$ cat src/rtl/usb_pkg.sv
// Shared USB constants: PIDs, packet kinds, CRC16 parameters, receive states.
package usb_pkg;

    localparam logic [3:0] PID_OUT   = 4'h1;
    localparam logic [3:0] PID_IN    = 4'h9;
    localparam logic [3:0] PID_SOF   = 4'h5;
    localparam logic [3:0] PID_SETUP = 4'hD;
    localparam logic [3:0] PID_DATA0 = 4'h3;
    localparam logic [3:0] PID_DATA1 = 4'hB;
    localparam logic [3:0] PID_ACK   = 4'h2;
    localparam logic [3:0] PID_NAK   = 4'hA;
    localparam logic [3:0] PID_STALL = 4'hE;

    localparam logic [1:0] KIND_SPECIAL   = 2'b00;
    localparam logic [1:0] KIND_TOKEN     = 2'b01;
    localparam logic [1:0] KIND_HANDSHAKE = 2'b10;
    localparam logic [1:0] KIND_DATA      = 2'b11;

    localparam logic [15:0] CRC16_POLY     = 16'hA001;
    localparam logic [15:0] CRC16_INIT     = 16'hFFFF;
    localparam logic [15:0] CRC16_RESIDUAL = 16'hB001;

    typedef enum logic [1:0] {
        ST_IDLE,
        ST_PID,
        ST_BODY,
        ST_DONE
    } rx_state_t;

endpackage

$ cat src/rtl/usb_crc16_byte.sv
// Combinational USB CRC16 step over one byte, LSB first (reflected form).
module usb_crc16_byte
    import usb_pkg::*;
(
    input  logic [15:0] crc,
    input  logic [7:0]  data,
    output logic [15:0] crc_next
);

    always_comb begin
        crc_next = crc;
        for (int i = 0; i < 8; i++) begin
            if (crc_next[0] ^ data[i])
                crc_next = (crc_next >> 1) ^ CRC16_POLY;
            else
                crc_next = crc_next >> 1;
        end
    end

endmodule

$ cat src/rtl/usb_rx_check.sv
// USB receive packet checker: PID validation, length count, CRC16 residual check.
// Optional statistics counters are built when USB_RX_STATS_EN is defined.
module usb_rx_check
    import usb_pkg::*;
#(
    parameter int MAX_LEN = 67,
    parameter int LEN_W   = 7
) (
    input  logic             clk60m,
    input  logic             reset_n,
    input  logic             rx_sop,
    input  logic [7:0]       rx_byte,
    input  logic             rx_byte_valid,
    input  logic             rx_eop,
    input  logic             rx_abort,
    output logic             busy,
    output logic             pkt_done,
    output logic [3:0]       pkt_pid,
    output logic [1:0]       pkt_kind,
    output logic [LEN_W-1:0] pkt_len,
    output logic             pid_ok,
    output logic             crc_ok,
    output logic             len_err,
    output logic             aborted,
    output logic             data_toggle
`ifdef USB_RX_STATS_EN
    ,
    input  logic             stats_clr,
    output logic [15:0]      err_cnt,
    output logic [15:0]      pkt_cnt
`endif
);

    localparam logic [LEN_W-1:0] CNT_MAX = '1;

    rx_state_t        state, state_nxt;
    logic [LEN_W-1:0] cnt, cnt_nxt;
    logic [15:0]      crc, crc_nxt, crc_upd;
    logic [3:0]       cur_pid, pid_nxt;
    logic             cur_ok, ok_nxt;
    logic             finish;
    logic             len_big;
    logic             good;

    usb_crc16_byte u_crc (
        .crc      (crc),
        .data     (rx_byte),
        .crc_next (crc_upd)
    );

    assign busy     = (state == ST_PID) || (state == ST_BODY);
    assign pkt_done = (state == ST_DONE);

    // A same-cycle byte is folded in before EOP/abort closes the packet.
    always_comb begin
        state_nxt = state;
        cnt_nxt   = cnt;
        crc_nxt   = crc;
        pid_nxt   = cur_pid;
        ok_nxt    = cur_ok;
        finish    = 1'b0;
        unique case (state)
            ST_IDLE: ;
            ST_PID, ST_BODY: begin
                if (rx_byte_valid) begin
                    if (state == ST_PID) begin
                        pid_nxt   = rx_byte[3:0];
                        ok_nxt    = (rx_byte[7:4] == ~rx_byte[3:0]);
                        cnt_nxt   = LEN_W'(1);
                        state_nxt = ST_BODY;
                    end else begin
                        crc_nxt = crc_upd;
                        if (cnt != CNT_MAX)
                            cnt_nxt = cnt + LEN_W'(1);
                    end
                end
                if (rx_eop || rx_abort) begin
                    state_nxt = ST_DONE;
                    finish    = 1'b1;
                end
            end
            ST_DONE: state_nxt = ST_IDLE;
        endcase
        if (rx_sop) begin
            state_nxt = ST_PID;
            cnt_nxt   = '0;
            crc_nxt   = CRC16_INIT;
            pid_nxt   = 4'h0;
            ok_nxt    = 1'b0;
            finish    = 1'b0;
        end
    end

    always_comb begin
        len_big = int'(cnt_nxt) > MAX_LEN;
        unique case (pid_nxt[1:0])
            KIND_DATA:
                good = ok_nxt && (cnt_nxt >= LEN_W'(3)) &&
                       (crc_nxt == CRC16_RESIDUAL) && !len_big;
            KIND_TOKEN:
                good = ok_nxt && (cnt_nxt == LEN_W'(3));
            default:
                good = ok_nxt && (cnt_nxt == LEN_W'(1));
        endcase
        if (rx_abort)
            good = 1'b0;
    end

    always_ff @(posedge clk60m or negedge reset_n) begin
        if (!reset_n) begin
            state   <= ST_IDLE;
            cnt     <= '0;
            crc     <= CRC16_INIT;
            cur_pid <= 4'h0;
            cur_ok  <= 1'b0;
        end else begin
            state   <= state_nxt;
            cnt     <= cnt_nxt;
            crc     <= crc_nxt;
            cur_pid <= pid_nxt;
            cur_ok  <= ok_nxt;
        end
    end

    always_ff @(posedge clk60m or negedge reset_n) begin
        if (!reset_n) begin
            pkt_pid     <= 4'h0;
            pkt_kind    <= 2'b00;
            pkt_len     <= '0;
            pid_ok      <= 1'b0;
            crc_ok      <= 1'b0;
            len_err     <= 1'b0;
            aborted     <= 1'b0;
            data_toggle <= 1'b0;
        end else if (finish) begin
            pkt_pid  <= pid_nxt;
            pkt_kind <= pid_nxt[1:0];
            pkt_len  <= cnt_nxt;
            pid_ok   <= ok_nxt;
            crc_ok   <= good;
            len_err  <= len_big;
            aborted  <= rx_abort;
            if (pid_nxt[1:0] == KIND_DATA && ok_nxt)
                data_toggle <= pid_nxt[3];
        end
    end

`ifdef USB_RX_STATS_EN
    always_ff @(posedge clk60m or negedge reset_n) begin
        if (!reset_n) begin
            pkt_cnt <= 16'h0;
            err_cnt <= 16'h0;
        end else if (stats_clr) begin
            pkt_cnt <= 16'h0;
            err_cnt <= 16'h0;
        end else if (pkt_done) begin
            if (pkt_cnt != 16'hFFFF)
                pkt_cnt <= pkt_cnt + 16'h1;
            if ((!crc_ok || aborted) && err_cnt != 16'hFFFF)
                err_cnt <= err_cnt + 16'h1;
        end
    end
`endif

endmodule

$ cat config.mk
export PLATFORM = sky130hd
export DESIGN_NAME = usb_rx_check
export DESIGN_NICKNAME = d
export VERILOG_FILES = /design/src/rtl/usb_pkg.sv /design/src/rtl/usb_crc16_byte.sv /design/src/rtl/usb_rx_check.sv
export SDC_FILE = /design/constraint.sdc
export NUM_CORES = 1
export LEC_CHECK = 0
export CORE_UTILIZATION = 50
export DETAILED_ROUTE_END_ITERATION = 8
export MAX_ROUTING_LAYER = met4
export PLACE_DENSITY = 0.73
export SYNTH_ARGS = -nofsm -noshare
export SYNTH_HDL_FRONTEND = slang
export SYNTH_SLANG_ARGS = --single-unit
$ cat constraint.sdc
create_clock -name clk60m -period 7.4 [get_ports clk60m]
set_input_delay 1.48 -clock clk60m [delete_from_list [all_inputs] [get_ports clk60m]]
set_output_delay 1.48 -clock clk60m [all_outputs]
set_load 0.05 [all_outputs]
==> impl_metrics.csv, run 1 <==
group,metric,value,unit
logic_synthesis,post-synth-top-area-fraction,29.0,%
timing,final.setup_skew,0.00841,ns
place,io_buffers,33,
logic_synthesis,ys_seq_area_share,45.2,%
detailed_routing,ant_nets,0,
clock_network,cts_made_buffers,5,
layout,final_cell_mix,"nand2_1 (39), clkdlybuf4s50_1 (32), dfrtp_1 (30), nor2_1 (19), o21ai_0 (17)",
clock_network,cts_setup_buffers,0,
logic_synthesis,synth_fp_nets,283,
floorplanning,die_h,74.0,um
detailed_routing,drc,0,
clock_network,root_buffer,"clkbuf_8",
timing,tightest_slew,0.983,ns
pwr,max-vdd-ir-drop,0.000224,V
logic_synthesis,synth_ff_type,"dfrtp_1",
timing,fin_crit,3.71,ns
layout,layout_commonest_cell,"nand2_1",
critical_path,worst_ep_required_time,7.62,ns
layout,nets,309,
logic_synthesis,ys_warn_count,0,
detailed_routing,routed_wl,5460,um
clock_network,insertion_delay,0.30,ns
layout,area_delta_synth_final,17.1,%
floorplanning,dieArea,0.00548,mm2
logic_synthesis,synth_seq_cells,46,
timing,final-hold-violation-count,0,
floorplanning,ioPinCount,34,
timing,tns,0,ns
critical_path,start_kind,"input pin",
critical_path,crit_path_end_kind,"register",
clock_network,cts_tree,"yes",
logic_synthesis,synth_cells,266,
clock_network,cts.sinks,46,
flow_run,maxCapViolCount,0,
logic_synthesis,syn_area,0.00259,mm2
layout,drive_above_1_share,16.4,%
detailed_routing,drt-vias-per-instance,5.61,
timing,slew_headroom,34.5,%
logic_synthesis,synth_edf_count,0,
detailed_routing,dr.pass1.iters,4,
critical_path,crit_type,"input pin to register",
layout,fin_util,62.6,%
place,dp_cells,352,
pwr,p_leak,1.30,nW
timing,fin_crit_sh,50.1,%
floorplanning,rows,25,
floorplanning,initial_core_util,53.5,%
clock_network,clockBufferDepth,2,
status,status,"complete, no violations",
logic_synthesis,synth_cell_type_count,57,
timing,layout_setup_ws,3.69,ns
pwr,fin_total_pwr,1.16,mW
logic_synthesis,synth.area.top_cells,"dfrtp_1 (29%), dfstp_2 (16%), nand2_1 (5.6%), xnor2_1 (4.1%), o21ai_0 (3.3%)",
place,place_hpwl,4090,um
global_routing,antenna_found_initial,0,
global_routing,grt_remaining_overflow,0,
critical_path,cp_data_arrival_time,3.92,ns
logic_synthesis,syn_avg_cell_area,9.75,um2
timing,setup_viol,0,
global_routing,grt_pass1_vias,1812,
hold_path,hp-class,"register to register",
clock_network,cts_resized,0,
floorplanning,core_area,0.00485,mm2
logic_synthesis,synth_top_area_cell,"dfrtp_1",
floorplanning,die_x,74.0,um
clock_network,clk_pin_slew,0.08,ns
place,place_congestion,0.855,
timing,fmax,270,MHz
layout,diodes,0,
timing,drv_slew,0,
clock_network,h-tree-depth,2,
layout,instances_no_fill,360,
pwr,p_per_area,382,mW/mm2
timing,rsz0062_at_grt,"no",
logic_synthesis,async_flop_share,100,%
detailed_routing,detailroute.via_count,2021,
detailed_routing,detail_route.wl_per_cell,15.2,um
global_routing,grt_max_degree,47,
detailed_routing,drt_iter0_markers,126,
place,dp_slack,3.42,ns
global_routing,grt_use_total,23.1,%
clock_network,cts_hold_buf,0,
critical_path,crit_path_max_fanout,24,
global_routing,grt_pass1_wl,8980,um
==> area by class of cell <==
cell class,count,area (um2)
fillers,413,1810
clock inverters,1,8.76
multi-input cells,194,1310
inverters,12,45.0
repair buffers,33,325
flip-flops and latches,46,1170
clock buffers,7,96.3
well taps,67,83.8
==> per-layer routing <==
metal	part of all wire, %	global-route usage, %	vias up
met5	0	-	-
met2	45	33.6	69
li1	-	-	979
met4	1.2	7.48	0
met1	47	32.4	967
met3	6.4	4.61	6
==> cell families (layout without fill, tap and decap cells) <==
kind of cell | Yosys count | after routing | share of synthesized area [%]
and+or+nand+nor | 105 | 105 | 19.8
AOI/OAI and AO/OA | 52 | 52 | 13.3
DFF | 46 | 46 | 45.2
buffers and inverters | 26 | 53 | 4.44
xor gates and xnor gates | 25 | 25 | 12.0
muxes | 9 | 9 | 3.81
adders and majority gates | 3 | 3 | 1.45
==> cells in the mapped netlist, drive strengths merged, types with 7 or more instances <==
cell,instances
nor2,20
mux2,7
xnor2,17
clkbuf,9
nand3,13
dfstp,16
nand2,39
inv,12
a21oi,11
o21ai,20
dfrtp,30
==> worst max-delay path: stages <==
cell             delay (ns)
clkdlybuf4s50_1        0.54
or3b_1                 0.70
o31ai_2                0.31
nand4_1                0.12
a2111oi_1              0.42
nand4b_1               0.16
o31ai_2                0.19
==> power by group <==
group	internal [mW]	switching (mW)	total, mW
clock	0.0856	0.0846	0.170
sequential	0.332	0.0539	0.386
combinational	0.250	0.352	0.602
total	0.668	0.491	1.16
==> state kept, by name, indices dropped and copies added, names as in the netlist <==
register	count
crc_ok	1
pid_ok	1
cur_ok	1
crc	16
aborted	1
pkt_len	7
cnt	7
state	2
data_toggle	1
cur_pid	4
pkt_pid	4
len_err	1
==> metrics by stage <==
step | cell area (um2) | hold WS, ns
6_report | 3040 | 0.487
5_1_grt | 3040 | 0.513
4_1_cts | 3040 | 0.490
3_5_place_dp | 2930 | 0.472
3_3_place_gp | 2930 | 0.464
2_1_floorplan | 2590 | 0.464
==> worst paths after layout <==
| kind | start | endpoint | slack (ns) | depth (start not counted) |
|---|---|---|---|---|
| max | rx_byte_valid | crc_ok$_DFFE_PN0P_ | 3.69 | 7 |
| min | pkt_len[5]$_DFFE_PN0P_ | pkt_len[5]$_DFFE_PN0P_ | 0.49 | 2 |
| max reg2reg | state[0]$_DFFE_PN0P_ | crc_ok$_DFFE_PN0P_ | 4.54 | 7 |
| min reg2reg | pkt_len[5]$_DFFE_PN0P_ | pkt_len[5]$_DFFE_PN0P_ | 0.49 | 2 |
| max in group asynchronous | reset_n | len_err$_DFFE_PN0P_ | 5.46 | 1 |
| min in group asynchronous | reset_n | pkt_len[3]$_DFFE_PN0P_ | 1.33 | 1 |
Note: power is estimated with default switching activity, not from simulation.
==> inputs of run 2 (changes only) <==
clock period = 3.46 ns   (was 7.4 ns; I/O delays follow)
==> impl_metrics.csv, run 2 (synthesis results as in run 1) <==
group,metric,value,unit
status,status,"complete, no violations",
critical_path,rr_startpoint,"state[0]$_DFFE_PN0P_",
timing,tns,0,ns
pwr,max-vdd-ir-drop,0.000547,V
layout,ff_latch_area,0.00117,mm2
layout,multi_input_area,0.00131,mm2
timing,drv_slew,0,
layout,drive_above_1_share,17.4,%
clock_network,cts_tree,"yes",
detailed_routing,detail_route.wl_per_cell,15.3,um
hold_path,hold_start,"pkt_len[5]$_DFFE_PN0P_",
critical_path,crit_chain,"ha_1 -> inv_1 -> clkdlybuf4s50_1",
critical_path,startpoint,"state[0]$_DFFE_PN0P_",
place,place_congestion,0.891,
timing,fin_crit,2.72,ns
clock_network,insertion_delay,0.30,ns
timing,slew_headroom,34.1,%
clock_network,cts_hold_buf,0,
critical_path,crit_path_max_fanout,10,
global_routing,grt_use_total,24.6,%
critical_path,cp_data_arrival_time,2.03,ns
detailed_routing,drt_iter0_markers,130,
global_routing,grt_max_degree,47,
detailed_routing,drc,0,
layout,area_delta_synth_final,18.1,%
detailed_routing,dr.pass1.iters,6,
critical_path,crit_path_end_kind,"primary output",
timing,final-hold-violation-count,0,
timing,fin_crit_sh,78.7,%
critical_path,crit_type,"register to primary output",
clock_network,cts.sinks,46,
detailed_routing,ant_nets,0,
clock_network,root_buffer,"clkbuf_8",
layout,instances_no_fill,365,
place,dp_slack,0.418,ns
clock_network,cts_resized,0,
clock_network,clockBufferDepth,2,
floorplanning,ioPinCount,34,
floorplanning,initial_core_util,53.5,%
timing,fmax,367,MHz
clock_network,cts_made_buffers,5,
layout,largestRegisters,"crc (16), cnt (7), pkt_len (7)",
place,place_hpwl,4120,um
floorplanning,rows,25,
critical_path,start_kind,"register",
global_routing,grt_pass1_wl,9670,um
layout,diodes,0,
floorplanning,die_h,74.0,um
clock_network,h-tree-depth,2,
layout,largest-register,"crc",
detailed_routing,routed_wl,5590,um
global_routing,grt_remaining_overflow,0,
critical_path,worst_ep_required_time,2.77,ns
layout,layout_commonest_cell,"nand2_1",
critical_path,slowest_stage,"clkdlybuf4s50_1",
pwr,p_per_area,809,mW/mm2
floorplanning,die_x,74.0,um
flow_run,maxCapViolCount,0,
pwr,p_leak,1.31,nW
global_routing,antenna_found_initial,0,
layout,nets,314,
hold_path,hp-class,"register to register",
detailed_routing,detailroute.via_count,2009,
layout,largest_reg_flops,16,
layout,nFillCells,422,
place,dp_cells,357,
timing,rsz0062_at_grt,"no",
global_routing,grt_pass1_vias,1976,
timing,tightest_slew,0.988,ns
timing,layout_setup_ws,0.737,ns
critical_path,critPathMaxStageDelay,0.79,ns
clock_network,clk_pin_slew,0.08,ns
clock_network,cts_setup_buffers,0,
floorplanning,dieArea,0.00548,mm2
floorplanning,core_area,0.00485,mm2
timing,setup_viol,0,
place,io_buffers,33,
layout,final_cell_mix,"nand2_1 (39), clkdlybuf4s50_1 (32), dfrtp_1 (30), nor2_1 (19), o21ai_0 (17)",
timing,final.setup_skew,0.00532,ns
detailed_routing,drt-vias-per-instance,5.50,
==> run 2: changes by cell type in the layout (fill, tap and decap cells not counted), sizes merged <==
cell / change
buf: +5
==> run 2: stage by stage <==
step	area [um2]	hold slack (ns)	power, mW	utilization (%)
6_report	3060	0.481	2.47	63.1
5_1_grt	3060	0.525	2.65	63.1
4_1_cts	3060	0.488	2.48	63.1
3_5_place_dp	2970	0.469	2.14	61.2
3_3_place_gp	2970	0.462	2.12	61.2
2_1_floorplan	2590	0.396	1.86	-
==> run 2: final timing paths <==
kind                                               end  slack, ns  cells after the start
max in group asynchronous       pkt_pid[0]$_DFFE_PN0P_       2.30                      1
worst max register to register      crc_ok$_DFFE_PN0P_       0.81                      7
worst max-delay path                              busy       0.74                      3
worst min-delay path            pkt_len[5]$_DFFE_PN0P_       0.48                      2
min in group asynchronous             cnt[3]$_DFF_PN0_       0.55                      1
worst min register to register  pkt_len[5]$_DFFE_PN0P_       0.48                      2
==> run 2: layer usage <==
| metal | vias up | part of all wire [%] | global-route usage, % |
|---|---|---|---|
| met5 | - | 0 | - |
| met4 | 0 | 1.1 | 7.26 |
| met3 | 8 | 5.1 | 4.61 |
| met2 | 59 | 45 | 36.9 |
| met1 | 960 | 49 | 34.1 |
| li1 | 982 | - | - |
==> run 2: report_power, final <==
part | internal, mW | leakage (nW) | switching (mW) | total (mW)
sequential | 0.710 | 0.575 | 0.117 | 0.828
clock | 0.161 | 0.0482 | 0.175 | 0.337
combinational | 0.552 | 0.689 | 0.758 | 1.31
total | 1.42 | 1.31 | 1.05 | 2.47
==> run 2: worst max-delay path: cells and delay by family (launching register included) <==
family	cells	cell delay, ns
DFF	1	0.43
buffers and inverters	2	0.87
adders and majority gates	1	0.42
==> run 2: final cells by class <==
cell class / count / area share (%)
Clock buffer: 7 / 2.82
Multi-Input combinational cell: 194 / 42.7
Clock inverter: 1 / 0.164
Tap cell: 67 / 2.74
Timing Repair Buffer: 38 / 11.9
Inverter: 12 / 1.47
Sequential cell: 46 / 38.3
